`config.mk`:
```
export PLATFORM = sky130hd
export DESIGN_NAME = fwd_operand_stage
export DESIGN_NICKNAME = d
export VERILOG_FILES = /design/src/rtl/fwd_pkg.sv /design/src/rtl/fwd_prio_sel.sv /design/src/rtl/fwd_operand_stage.sv
export SDC_FILE = /design/constraint.sdc
export NUM_CORES = 1
export LEC_CHECK = 0
export BUFFER_PORTS_ARGS = -buffer_cell sky130_fd_sc_hd__buf_2
export CORE_MARGIN = 2
export CORE_UTILIZATION = 30
export DETAILED_ROUTE_END_ITERATION = 16
export GPL_ROUTABILITY_DRIVEN = 0
export PLACE_DENSITY = 0.64
export SYNTH_ARGS = -nofsm -noshare
export SYNTH_HDL_FRONTEND = slang
export SYNTH_SLANG_ARGS = --single-unit
```
`constraint.sdc`:
```
create_clock -name clk -period 2.69 [get_ports clk]
set_input_delay 0.4035 -clock clk [delete_from_list [all_inputs] [get_ports clk]]
set_output_delay 0.4035 -clock clk [all_outputs]
set_load 0.03 [all_outputs]
```
`src/rtl/fwd_pkg.sv`:
```
// rtl/fwd_pkg.sv - shared constants and source-code encoding for the operand forwarding stage
package fwd_pkg;
    localparam int DEF_WIDTH = 32;
    localparam int DEF_AW    = 5;
    localparam int SRC_RF    = 0;
    localparam int REG_ZERO  = 0;

    // Source code is 2 bits up to three sources, then grows to hold NSRC+1 codes.
    function automatic int src_w(input int nsrc);
        return (nsrc <= 3) ? 2 : $clog2(nsrc + 1);
    endfunction
endpackage

```
`src/rtl/fwd_prio_sel.sv`:
```
// rtl/fwd_prio_sel.sv - fixed-priority forwarding source select by register-number match
import fwd_pkg::*;

module fwd_prio_sel #(
    parameter int NSRC  = 3,
    parameter int AW    = DEF_AW,
    parameter int WIDTH = DEF_WIDTH,
    parameter int SW    = src_w(NSRC)
) (
    input  logic [AW-1:0]         src_addr,
    input  logic [NSRC*AW-1:0]    fwd_addr,
    input  logic [NSRC-1:0]       fwd_wen,
    input  logic [NSRC-1:0]       fwd_ready,
    input  logic [NSRC*WIDTH-1:0] fwd_data,
    input  logic [WIDTH-1:0]      rf_data,
    output logic                  match,
    output logic [SW-1:0]         sel,
    output logic [WIDTH-1:0]      sel_data,
    output logic                  ready_of_sel
);
    logic addr_nonzero;

    assign addr_nonzero = (src_addr != AW'(REG_ZERO));

    always_comb begin
        match        = 1'b0;
        sel          = SW'(SRC_RF);
        sel_data     = rf_data;
        ready_of_sel = 1'b1;
        // Walk oldest to youngest so the youngest hit overwrites the result.
        for (int i = NSRC - 1; i >= 0; i--) begin
            if (fwd_wen[i] && addr_nonzero && (fwd_addr[i*AW +: AW] == src_addr)) begin
                match        = 1'b1;
                sel          = SW'(i + 1);
                sel_data     = fwd_data[i*WIDTH +: WIDTH];
                ready_of_sel = fwd_ready[i];
            end
        end
        if (!addr_nonzero) begin
            sel_data = '0;
        end
    end
endmodule

```
`src/rtl/fwd_operand_stage.sv`:
```
// rtl/fwd_operand_stage.sv - forwarded operand register with stall/flush/load-use hazard
// Optional counters under FWD_OPERAND_STATS_EN.
import fwd_pkg::*;

module fwd_operand_stage #(
    parameter int WIDTH = DEF_WIDTH,
    parameter int NSRC  = 3,
    parameter int AW    = DEF_AW,
    parameter int SW    = src_w(NSRC)
) (
    input  logic                  clk,
    input  logic                  reset,
    input  logic                  in_valid,
    input  logic [AW-1:0]         src_addr,
    input  logic [WIDTH-1:0]      rf_data,
    input  logic [NSRC*AW-1:0]    fwd_addr,
    input  logic [NSRC*WIDTH-1:0] fwd_data,
    input  logic [NSRC-1:0]       fwd_wen,
    input  logic [NSRC-1:0]       fwd_ready,
    input  logic                  stall_in,
    input  logic                  flush,
    output logic                  hazard,
    output logic                  out_valid,
    output logic [WIDTH-1:0]      out_data,
    output logic [SW-1:0]         out_src
`ifdef FWD_OPERAND_STATS_EN
    ,
    output logic [31:0]           fwd_count,
    output logic [31:0]           haz_count
`endif
);
    logic             match;
    logic [SW-1:0]    sel;
    logic [WIDTH-1:0] sel_data;
    logic             ready_of_sel;

    logic             out_valid_d, out_valid_q;
    logic [WIDTH-1:0] out_data_d,  out_data_q;
    logic [SW-1:0]    out_src_d,   out_src_q;

    fwd_prio_sel #(
        .NSRC  (NSRC),
        .AW    (AW),
        .WIDTH (WIDTH),
        .SW    (SW)
    ) u_sel (
        .src_addr     (src_addr),
        .fwd_addr     (fwd_addr),
        .fwd_wen      (fwd_wen),
        .fwd_ready    (fwd_ready),
        .fwd_data     (fwd_data),
        .rf_data      (rf_data),
        .match        (match),
        .sel          (sel),
        .sel_data     (sel_data),
        .ready_of_sel (ready_of_sel)
    );

    assign hazard = in_valid && match && !ready_of_sel;

    always_comb begin
        out_valid_d = out_valid_q;
        out_data_d  = out_data_q;
        out_src_d   = out_src_q;
        if (flush) begin
            out_valid_d = 1'b0;
            out_data_d  = '0;
            out_src_d   = SW'(SRC_RF);
        end else if (stall_in) begin
            out_valid_d = out_valid_q;
        end else if (hazard) begin
            // Bubble: upstream holds its inputs and we retry next cycle.
            out_valid_d = 1'b0;
        end else begin
            out_valid_d = in_valid;
            out_data_d  = sel_data;
            out_src_d   = sel;
        end
    end

    always_ff @(posedge clk) begin
        if (!reset) begin
            out_valid_q <= 1'b0;
            out_data_q  <= '0;
            out_src_q   <= SW'(SRC_RF);
        end else begin
            out_valid_q <= out_valid_d;
            out_data_q  <= out_data_d;
            out_src_q   <= out_src_d;
        end
    end

    assign out_valid = out_valid_q;
    assign out_data  = out_data_q;
    assign out_src   = out_src_q;

`ifdef FWD_OPERAND_STATS_EN
    logic [31:0] fwd_count_d, fwd_count_q;
    logic [31:0] haz_count_d, haz_count_q;

    always_comb begin
        fwd_count_d = fwd_count_q;
        haz_count_d = haz_count_q;
        if (!flush && !stall_in && !hazard && in_valid && match && (fwd_count_q != '1)) begin
            fwd_count_d = fwd_count_q + 32'd1;
        end
        if (hazard && !stall_in && (haz_count_q != '1)) begin
            haz_count_d = haz_count_q + 32'd1;
        end
    end

    always_ff @(posedge clk) begin
        if (!reset) begin
            fwd_count_q <= '0;
            haz_count_q <= '0;
        end else begin
            fwd_count_q <= fwd_count_d;
            haz_count_q <= haz_count_d;
        end
    end

    assign fwd_count = fwd_count_q;
    assign haz_count = haz_count_q;
`endif
endmodule
```
# == Yosys cells after proc, flatten, opt, wreduce, memory -nomap -nowiden ==
# Index checks and enable logic that the tools add are counted.
# op_classes
eq_ne,3
mux,14
bitwise,3
reduce_logical,12
# op_table
op,count
$mux 32,4
$eq 5x5->1,3
$logic_and 1x1->1,8
$mux 1,7
$mux 2,3
$reduce_bool 5->1,1
$not 1->1,3
$reduce_and 2->1,1
$reduce_or 2->1,1
$logic_not 1->1,1
# word_totals
regBits,35
inputBits,159
output_inout_bits,36
word_cells,35

# == Longest topological paths before layout ==
# Gate-level depths: netlist (run 1).
# depth
ltp_word,10
depth_mapped,10
mapped_depth_nobuf,6

# == By module ==
# Synthesis (run 1) repeated with hierarchy kept, for this count alone.
# hier_totals
hier_cells,360
area_unflattened_um2,2826.5
# modules_own_cells
module,instances,cells_per_inst,area_per_inst_um2,seq_area_each_um2
fwd_operand_stage,1,154,1466.4,700.7
fwd_prio_sel,1,206,1360.1,0.0

# == Worst setup path before layout (run 1) ==
# Ideal clock, no wire load.
# synth_timing
path_kind,input to output
from,input src_addr[4]
to,output hazard
arrival_time_ns,2.194
t_required_ns,2.287
path_slack_ns,0.093
stages,10
path_buffers,4
cell_sequence,clkbuf_1 -> xnor2_1 -> nand4_1 -> or2_2 -> buf_6 -> a311oi_4 -> or2_1 -> buf_6 -> buf_6 -> inv_1
# synth_between
elab_chain_cells,8
word_cells_on_any_way,19
classes_between,eq/ne: 3; mux: 6; reduce/logical: 10
# synth_rtl
item,line,text
"start, declared",fwd_operand_stage.sv:14,"input logic [AW-1:0] src_addr,"
$reduce_bool 5->1,fwd_prio_sel.sv:23,assign addr_nonzero = (src_addr != AW'(REG_ZERO));
$logic_and 1x1->1 (2 in a row),fwd_prio_sel.sv:32,if (fwd_wen[i] && addr_nonzero && (fwd_addr[i*AW +: AW] == src_addr)) begin
$mux 1 (3 in a row),fwd_prio_sel.sv:32,
$logic_and 1x1->1 or $logic_not 1->1 (tied branches),fwd_operand_stage.sv:59,assign hazard = in_valid && match && !ready_of_sel;
$logic_and 1x1->1 *,fwd_operand_stage.sv:59,
"end, declared",fwd_operand_stage.sv:22,"output logic hazard,"
# Every way passes the cells marked *; elsewhere a longest branch is shown, timed or not.

# == Worst setup path after layout (run 1) ==
# layout_timing
from,input src_addr[0]
to,output hazard
# The elaborated chain is that of the path after synthesis.

==> impl_results.md, run 1 <==
* Status: finished clean
* Power per cell area at 322 nW/um^2
* Die height at around 110 microns
* Mapped Cells at 358
* Input/output buffers at between 150 and 200
* Combinational share of power at 0.344
* Final Hold Vio Count at 0
* Syn nets at between 500 and 600
* Final setup viols at 0
* Die area at around 11,000 sq um
* Core Region at 9860 sq um
* Register area share after synthesis at 0.228
* Xor and xnor area share after synthesis at 0.0428
* CTS Hold Bufs at 0
* First-pass GRT wire length at about 19 mm
* CTS Buf Count at 5
* Worst-path clk slew at 0.07 ns
* Pre-antenna DRT Iters at 4
* Max Cap Violations at 0
* Most frequent cells in the layout: 194 x buf_2, 38 x nand2_1, 35 x dfxtp_1
* Yosys warning total at 0
* Nets at between 600 and 700
* Setup repair after global routing missed its margin: no
* Static leakage at around 2.0 nW
* Max frequency at 0.385 GHz
* Filler instances at between 1,000 and 1,500
* Fin crit share at 0.967
* Share of layout cells above drive strength 1 at 0.494
* Number of global-route vias before repair at roughly 3,800
* Htree depth at 2
* 1st-iter DRT viols at ~180
* Worst hold path type: primary input to flip-flop
* WS Path Type: primary input to primary output
* Routed wire length at 12.0 mm
* Hold path cells at 3
* Initial antenna violation count at 0
* Synth Area in Adders at 0
* Psw at between 0.4 and 0.5 mW
* Initial Util at 0.311
* CP max stage cell: or4_4
* Setup total negative slack at 0 ns
* Largest net degree at the start of global routing at 69
* Vias after detailed routing at between 3,000 and 4,000
* CP max FO at 4
* Commonest non-fill, non-tap cell in the layout: buf_2
* Clk root buf: clkbuf_8
* Sw Share at 0.322
* Final WS setup at between 0.08 and 0.09 ns
* CTS Buffer Depth at 2
* Yosys cell types at 40
* Final Power at around 1.4 mW
* Final ANT Viol Nets at 0
* Crit path launch type: primary input
* Main combinational cell family by area after synthesis: compound AO/OA/AOI/OAI gates
* WL/cell at around 18 microns
* Reg2reg setup slack at around 2 ns
* Fin crit period at roughly 2.6 ns
* Die Span X at ~110 microns
* CTS Sinks at 35
* Post-synthesis simple-gate area fraction at 0.203
* IO Pins at around 200
* Post-synthesis register bit count at 35
* Latest clock arrival within the worst-skew pair at between 0.2 and 0.3 ns
* P&R area growth vs syn at 38.6%
* CP arrival at ~2.2 ns
* R2R cell count at 2
* Slew HR at 0.195
* Worst slack at placement at between 0.0007 and 0.0008 ns
* Internal power at slightly above 0.9 mW
* Sequential group share of total power at 0.403
* Compound-cell area share of the yosys netlist at 0.437
* Setup Skew at 0 ns
* ANT cells at 0
* Post-layout util at 0.431
* Crit path largest cell delay at ~0.57 ns
* Vias per inst at roughly 5.6
* CP endpoint kind: primary output
* Crit-path cells: buf_2, or4_4, o211ai_2, or2_2, a311oi_4, or2_2, inv_1, buf_2
* Gr ovfl total at 0
* Peak supply drop at 167 uV
* Data required, critical path at 2.29 ns
* Post-synthesis mux area share at 0.00653
* HPWL Detailed at approximately 8.8 mm
* Mapped Area at between 3000 and 4000 sq um
* CTS tree: yes
* # rows at 36
* Syn avg cell area at about 8.6 sq um
* Global Route Usage Sum at 0.213
* Worst Tran Pin Value at between 1 and 1.5 ns
* DRC at 0
* Clock power share at 0.253
* Pins Over Slew Limit at 0
metal layers:
| metal | share of wire | GRT usage | vias up |
|---|---|---|---|
| met1 | 0.40 | 0.245 | 1747 |
| met5 | 0 | 0 | - |
| met2 | 0.49 | 0.385 | 171 |
| met3 | 0.081 | 0.0536 | 23 |
| li1 | - | - | 1768 |
| met4 | 0.024 | 0.0705 | 0 |
cell families after synthesis:
| logic type | count (synthesis) |
|---|---|
| compound gates | 137 |
| simple gates | 119 |
| buf+inv | 50 |
| flops | 35 |
| xor+xnor | 15 |
| mux | 2 |
per-stage QoR:
stage          hold WS [ns]  instance area, sq um  std cells
4_1_cts               0.416                  4220        662
2_1_floorplan         0.558                  3070        358
3_3_place_gp          0.450                  4150        656
5_1_grt               0.426                  4250        665
6_report              0.423                  4250        665
3_5_place_dp          0.450                  4150        656
flip-flops by register name, indices dropped and copies added (netlist names):
signal	count
out_src	2
out_data	32
out_valid	1
cell usage after synthesis:
master / instances / area [sq um]
o211ai_1: 1 / 7.51
a21oi_1: 2 / 10.0
or3_1: 1 / 6.26
nand4b_1: 1 / 8.76
o21ai_0: 5 / 25.0
xnor2_1: 11 / 96.3
nand4_1: 2 / 12.5
nand2_1: 38 / 143
nor4_1: 1 / 6.26
or2_1: 1 / 6.26
o21ai_2: 1 / 8.76
o211ai_2: 1 / 12.5
buf_6: 7 / 78.8
a22oi_1: 29 / 218
o21a_1: 29 / 218
buf_4: 2 / 15.0
clkbuf_1: 35 / 131
mux2i_1: 2 / 20.0
buf_2: 3 / 15.0
nand3_1: 32 / 160
a2bb2oi_1: 3 / 26.3
and3_1: 32 / 200
or4_4: 1 / 11.3
inv_1: 3 / 11.3
nand2b_1: 1 / 6.26
nor2_4: 1 / 11.3
o221ai_2: 30 / 450
xor2_1: 4 / 35.0
nor3_1: 2 / 10.0
a311oi_4: 1 / 26.3
or2_2: 1 / 6.26
o21ai_1: 1 / 5.00
nor2b_1: 2 / 12.5
nor3_2: 1 / 10.0
o221ai_1: 2 / 17.5
a221o_1: 29 / 290
a221oi_1: 3 / 26.3
nor2_1: 1 / 3.75
dfxtp_1: 35 / 701
and3b_1: 1 / 8.76
layout make-up:
cell class / count / area (sq um) / area share
clock buffers: 6 / 72.6 / 0.0171
well taps: 133 / 166 / 0.0391
repair buffers: 215 / 1140 / 0.268
inverters: 3 / 11.3 / 0.00265
multi-input cells: 273 / 2160 / 0.508
flip-flops and latches: 35 / 701 / 0.165
path summary, 6_finish.rpt:
kind,from,end
setup / recovery,src_addr[0],hazard
hold / removal,in_valid,out_valid$_SDFFE_PP0N_
setup reg to reg,out_data[7]$_SDFFE_PP0P_,out_data[7]$_SDFFE_PP0P_
hold reg to reg,out_valid$_SDFFE_PP0N_,out_valid$_SDFFE_PP0N_
power groups by stage:
stage | logic [mW] | clock network, mW | registers, mW
after floorplan | 0.225 | 0 | 0.601
after global placement | 0.454 | 0 | 0.562
after detailed placement | 0.467 | 0 | 0.563
after CTS | 0.468 | 0.367 | 0.552
after global routing | 0.509 | 0.392 | 0.555
final | 0.470 | 0.346 | 0.552
worst max-delay path: cells and delay by family:
| kind | cells | cell delay, ns |
|---|---|---|
| and+or+nand+nor | 3 | 1.11 |
| AOI/OAI and AO/OA | 2 | 0.30 |
| buffers and inverters | 3 | 0.39 |
what timing repair did:
item	4_1_cts	5_1_grt
hold endpoints to repair	0	0
buffers inserted	0	3
endpoints found under the setup margin	0	1
gates resized for setup	0	1
No activity file was read; power rests on OpenSTA's default activity.
==> run 2, diff against run 1 <==
==> constraint.sdc (replaced) <==
create_clock -name clk -period 2.69 [get_ports clk]
set_input_delay 0.1345 -clock clk [delete_from_list [all_inputs] [get_ports clk]]
set_output_delay 0.1345 -clock clk [all_outputs]
set_load 0.03 [all_outputs]
==> run 2 against run 1 <==
Compared with the run above:
- combinational power hardly changed
- clock power grew 45%
- non-clock buffer count down 4
- count of clock-buffer cells in the layout did not move
- via count fell by 0.27%
- cell area grew 0.71%
- total power rose by 11%
- critical path depth did not move
- die area is the same
- setup slack better by 0.21 ns
- register-to-register slack barely moved
- global-route usage barely moved
- critical path type unchanged
- critical endpoint unchanged
- largest power group unchanged
- highest routed layer unchanged
==> impl_results.md, run 2 (synthesized netlist as in run 1, its figures left out) <==
* Initial antenna violation count at 0 (unchanged)
* Pins Over Slew Limit at 0 (unchanged)
* 1st-iter DRT viols at 169 (-5.6%)
* Max Cap Violations at 0 (unchanged)
* Hold path cells at 3 (unchanged)
* Worst-path clk slew at 0.07 ns (about the same)
* Largest net degree at the start of global routing at 41 (-41%)
* Die Span X at 105 microns (unchanged)
* # rows at 36 (unchanged)
* Hold Crit Start: in_valid
* Worst Tran Pin Value at 0.971 ns (-0.235 ns)
* Fin crit share at 0.889 (-0.0776)
* DRC at 0 (unchanged)
* Most frequent cells in the layout: 194 x buf_2, 38 x nand2_1, 35 x dfxtp_1
* Fin area at 4280 sq um (+0.71%)
* CTS Buf Count at 5 (unchanged)
* CTS Buffer Depth at 2 (unchanged)
* Vias per inst at 5.57 (-0.12%)
* Worst hold path type: primary input to flip-flop
* Vias after detailed routing at 3,699 (-0.27%)
* CTS tree: yes
* Htree depth at 2 (unchanged)
* First-pass GRT wire length at 18.8 mm (-1.1%)
* CTS Sinks at 35 (unchanged)
* Share of layout cells above drive strength 1 at 0.493 (-0.000952)
* WL/cell at 18.1 microns (+0.56%)
* Reg2reg setup slack at 1.99 ns (about the same)
* Clk root buf: clkbuf_8
* Final Hold Vio Count at 0 (unchanged)
* P&R area growth vs syn at 39.6%
* Placed Area at 4150 sq um (about the same)
* Setup total negative slack at 0 ns (unchanged)
* Post-route insts no fill at 664 (-0.15%)
* Power per cell area at 356 nW/um^2 (+11%)
* Final ANT Viol Nets at 0 (unchanged)
* Slew HR at 0.350 (+0.154)
* Routed wire length at 12.0 mm (+0.41%)
* Static leakage at 1.97 nW (+0.48%)
* CP endpoint kind: primary output
* Setup Skew at 0 ns (unchanged)
* Input/output buffers at 194 (unchanged)
* R2R cell count at 2 (unchanged)
* CP max FO at 5 (+1)
* Pre-antenna DRT Iters at 5 (+1)
* Setup repair after global routing missed its margin: no
* IO Pins at 195 (unchanged)
* CP arrival at 2.26 ns (+0.06 ns)
* Peak supply drop at 203 uV (+21%)
* Final setup viols at 0 (unchanged)
* Number of global-route vias before repair at 3,834 (+0.16%)
* DP Cell Count at 654 (-0.30%)
* Die area at 11,100 sq um (unchanged)
* Initial Util at 0.311 (unchanged)
* Latest clock arrival within the worst-skew pair at 0.28 ns (about the same)
* Nets at 689 (-0.43%)
* WHS Endpoint: out_valid$_SDFFE_PP0N_
* Status: finished clean
* WS Path Type: primary input to primary output
* Fin crit period at 2.39 ns (-0.209 ns)
* Max frequency at 0.418 GHz (+8.7%)
* R2R Path End: out_data[9]$_SDFFE_PP0P_
* Core Region at 9860 sq um (unchanged)
* Commonest non-fill, non-tap cell in the layout: buf_2
* ANT cells at 0 (unchanged)
* Die height at 105 microns (unchanged)
* Critical R2R Launch: out_data[9]$_SDFFE_PP0P_
* HPWL Detailed at 8.76 mm (about the same)
* Crit path launch type: primary input
* Post-CTS sizing at 0 (unchanged)
* Global Route Usage Sum at 0.214 (about the same)
* Gr ovfl total at 0 (unchanged)
* Largest register FFs at 32 (unchanged)
* Data required, critical path at 2.56 ns (+0.27 ns)
==> run 2: layout make-up <==
cell class                 count  area, sq um
tap                          133          166
fill                         976         5580
clock inverter                 2         35.0
timing repair buffer         211         1120
clock buffer                   6         82.6
multi-input combinational    274         2160
inverter                       3         11.3
sequential                    35          701
==> run 2: worst max path at each step <==
stage,start,to,slack [ns],depth (start not counted)
detailed placement,src_addr[2],out_data[0]$_SDFFE_PP0P_,-0.08,8
global placement,src_addr[2],out_data[30]$_SDFFE_PP0P_,0.02,8
floorplan,src_addr[4],hazard,0.63,10
CTS,src_addr[2],hazard,0.31,8
global route,src_addr[2],hazard,0.20,8
finish,src_addr[2],hazard,0.30,8
==> run 2: per-stage QoR <==
stage	hold WS (ns)	util	power, mW	setup slack [ns]
detailed placement	0.433	0.421	1.03	-0.0781
finish	0.146	0.434	1.52	0.298
CTS	0.131	0.434	1.54	0.310
global route	0.157	0.434	1.59	0.203
global placement	0.445	0.421	1.02	0.0153
floorplan	0.289	-	0.826	0.631
==> run 2: critical path, cell delays in order <==
cell and delay [ns]:
buf_2 0.14, xor2_1 0.15, nor4_1 0.72, nor2b_4 0.32, a311oi_4 0.14, or2_2 0.38, inv_1 0.07, buf_2 0.21
==> run 2: report_power, final <==
part | internal (mW) | switching (mW) | total, mW
Clock | 0.300 | 0.200 | 0.500
Sequential | 0.538 | 0.0151 | 0.553
Combinational | 0.218 | 0.252 | 0.470
==> run 2: repair_timing <==
action                                  4_1_cts  5_1_grt
setup buffers                                 1        0
endpoints found under the setup margin        1        0
hold buffers                                  0        0
==> run 2: metal layers <==
layer | vias up | wire [microns] | global-route usage
met4 | 0 | 279 | 0.0790
met1 | 1738 | 4880 | 0.246
met3 | 21 | 919 | 0.0430
met2 | 181 | 5940 | 0.387
met5 | - | 0 | 0
li1 | 1759 | - | -
==> run 3, diff against run 2 <==
--- a/config.mk
+++ b/config.mk
@@ -5,6 +5,7 @@
 export SDC_FILE = /design/constraint.sdc
 export NUM_CORES = 1
 export LEC_CHECK = 0
+export ABC_AREA = 1
 export BUFFER_PORTS_ARGS = -buffer_cell sky130_fd_sc_hd__buf_2
 export CORE_MARGIN = 2
 export CORE_UTILIZATION = 30
==> constraint.sdc (replaced) <==
create_clock -name clk -period 2.69 [get_ports clk]
set_input_delay 0.269 -clock clk [delete_from_list [all_inputs] [get_ports clk]]
set_output_delay 0.269 -clock clk [all_outputs]
set_load 0.03 [all_outputs]
==> run 3 against run 2 <==
Compared with the run above:
- clock skew stayed put
- critical endpoint unchanged
- core utilization is 1.2 points lower
- setup slack better by 0.27 ns
- maximum frequency is 13% higher
- via count is 7.1% higher
- combinational power is 6.0% lower
- highest routed layer unchanged
==> impl_results.md, run 3 <==
* Status: finished clean
* Yosys warning total at 0 (unchanged)
* Share of layout cells above drive strength 1 at 0.286 (-0.207)
* DP Cell Count at 891 (+36%)
* Max frequency at 0.472 GHz (+13%)
* Most frequent cells in the layout: 202 x nand2_1, 194 x buf_2, 142 x nor2_1
* Htree depth at 2 (unchanged)
* Fin area at 4170 sq um (-2.7%)
* Gr ovfl total at 0 (unchanged)
* Pre-antenna DRT Iters at 4 (-1)
* Worst hold path type: primary input to flip-flop
* Combinational share of power at 0.303 (-0.006)
* Mapped Area at 3080 sq um (+0.29%)
* Initial Util at 0.312 (+0.000888)
* Largest area contributor in the netlist: nand2_1
* Register area share after synthesis at 0.228 (-0.000650)
* 1st-iter DRT viols at 168 (-0.59%)
* Max Cap Violations at 0 (unchanged)
* Final Hold Vio Count at 0 (unchanged)
* DRC at 0 (unchanged)
* CP endpoint kind: primary output
* Largest register FFs at 32 (unchanged)
* Core Region at 9860 sq um (unchanged)
* CTS Sinks at 35 (unchanged)
* Worst Tran Pin Value at 1.06 ns (+0.0936 ns)
* Final Power at 1.46 mW (-4.2%)
* Hold slack at 0.258 ns (+0.112 ns)
* Number of flops mapped to enable cells by yosys at 0 (unchanged)
* Top-count cell post-synth: nand2_1
* Die height at 105 microns (+0.14%)
* Setup Skew at 0 ns (unchanged)
* R2R Path End: out_data[8]$_SDFFE_PP0P_
* Hold Crit Start: stall_in
* IO Pins at 195 (unchanged)
* CP max FO at 35 (+30)
* CTS Hold Bufs at 0 (unchanged)
* Input/output buffers at 194 (unchanged)
* Post-CTS sizing at 0 (unchanged)
* Post-synth top flop: dfxtp_1
* Syn nets at 752 (+45%)
* Ranking of synthesized cells by area: nand2_1 25%, dfxtp_1 23%, nor2_1 17%, nand3_1 11%, inv_1 6.2%
* Reg2reg setup slack at 2.04 ns (+0.05 ns)
* WL/cell at 11.5 microns (-37%)
* WS Path Type: primary input to primary output
* Crit path launch type: primary input
* Worst-path clk slew at 0.07 ns (about the same)
* Post-layout util at 0.423 (-0.0115)
* Number of global-route vias before repair at 3,654 (-4.7%)
* Largest net degree at the start of global routing at 65 (+59%)
* Hold path cells at 3 (unchanged)
* CTS Buffer Depth at 2 (unchanged)
* Commonest non-fill, non-tap cell in the layout: nand2_1
* Post-route insts no fill at 899 (+35%)
* # rows at 36 (unchanged)
* Final ANT Viol Nets at 0 (unchanged)
* Synth top cells by count: 204 x nand2_1, 143 x nor2_1, 70 x nand3_1, 51 x inv_1, 35 x dfxtp_1
* Static leakage at 2.59 nW (+31%)
* Pins Over Slew Limit at 0 (unchanged)
* Sw Share at 0.314 (+0.00695)
* Clock power share at 0.316 (-0.012)
* P&R area growth vs syn at 35.5%
* Clk root buf: clkbuf_8
* Final WS setup at 0.573 ns (+0.275 ns)
* Nets at 924 (+34%)
* Latest clock arrival within the worst-skew pair at 0.28 ns (about the same)
* Vias after detailed routing at 3,963 (+7.1%)
* First-pass GRT wire length at 16.8 mm (-11%)
* Peak supply drop at 263 uV (+30%)
* Setup repair after global routing missed its margin: no
* Global Route Usage Sum at 0.182 (-0.0312)
* HPWL Detailed at 7.44 mm (-15%)
* Async SR Flop Fraction at 0 (unchanged)
* Setup total negative slack at 0 ns (unchanged)
* CP arrival at 1.85 ns (-0.41 ns)
* Slew HR at 0.289 (-0.0603)
* Power per cell area at 350 nW/um^2 (-1.6%)
* Final setup viols at 0 (unchanged)
* Fin crit share at 0.787 (-0.102)
* Psw at 0.458 mW (-2.1%)
* Synth top area share at 0.249 (+0.0205)
* Die area at 11,100 sq um (+0.28%)
* Routed wire length at 10.3 mm (-14%)
* CTS Buf Count at 5 (unchanged)
* Placed Area at 4060 sq um (-2.1%)
* Worst slack at placement at 0.426 ns (+0.504 ns)
* WHS Endpoint: out_valid$_SDFFE_PP0N_
* Critical R2R Launch: out_data[8]$_SDFFE_PP0P_
* Internal power at 1.00 mW (-5.2%)
* R2R cell count at 4 (+2)
* Vias per inst at 4.41 (-21%)
* Post-synthesis register bit count at 35 (unchanged)
* Initial antenna violation count at 1 (+1)
* CTS tree: yes
* Yosys cell types at 25 (-38%)
* Sequential group share of total power at 0.381 (+0.018)
* Die Span X at 105 microns (+0.14%)
* Post CTS Setup Buffer Count at 0 (-1)
* Syn avg cell area at 5.19 sq um (-39%)
* Fin crit period at 2.12 ns (-0.275 ns)
* Mapped Cells at 593 (+66%)
* Data required, critical path at 2.42 ns (-0.14 ns)
## run 3: cell type report
cell class	count	area, sq um
fillers	1139	5700
clock buffers	6	72.6
diodes	1	2.50
flip-flops and latches	35	701
multi-input cells	465	1950
clock inverters	1	30.0
inverters	58	218
well taps	133	166
repair buffers	200	1030
## run 3: kinds of logic (layout without fill, tap and decap cells)
| family | count (synthesis) | count (layout) | share of synthesized area |
|---|---|---|---|
| xor+xnor | 2 | 2 | 0.00569 |
| flops | 35 | 35 | 0.228 |
| other cells | 0 | 1 | 0 |
| buf+inv | 93 | 265 | 0.141 |
| simple gates | 423 | 423 | 0.558 |
| compound gates | 40 | 40 | 0.0683 |
## run 3: routing by layer
metal	track usage	vias up	part of all wire
met3	0.0421	12	0.073
met5	0	-	0
met1	0.214	1670	0.44
li1	-	2147	-
met2	0.333	134	0.47
met4	0.0448	0	0.016
## run 3: worst max-delay path by stage
stage	slack, ns	from	end	cells after the start
after floorplan	1.20	src_addr[4]	out_data[0]$_SDFFE_PP0P_	11
after global placement	0.44	src_addr[0]	out_data[9]$_SDFFE_PP0P_	12
after detailed placement	0.43	src_addr[0]	out_data[15]$_SDFFE_PP0P_	15
after CTS	0.56	src_addr[0]	hazard	13
after global routing	0.38	src_addr[2]	hazard	13
final	0.57	src_addr[0]	hazard	13
## run 3: critical path: stages
cell      delay [ns]
buf_2           0.14
inv_2           0.04
nand2_1         0.05
nand2_1         0.05
nor2_1          0.11
nand2_2         0.08
nor2_4          0.10
buf_4           0.38
nand3b_1        0.13
nand2_1         0.12
nand2_4         0.10
inv_1           0.07
buf_2           0.19
## run 3: power by group through the flow
stage | clock network, mW | logic, mW | registers (mW)
floorplan | 0 | 0.224 | 0.615
global placement | 0 | 0.445 | 0.566
detailed placement | 0 | 0.445 | 0.567
CTS | 0.482 | 0.448 | 0.555
global route | 0.509 | 0.506 | 0.558
finish | 0.461 | 0.442 | 0.555
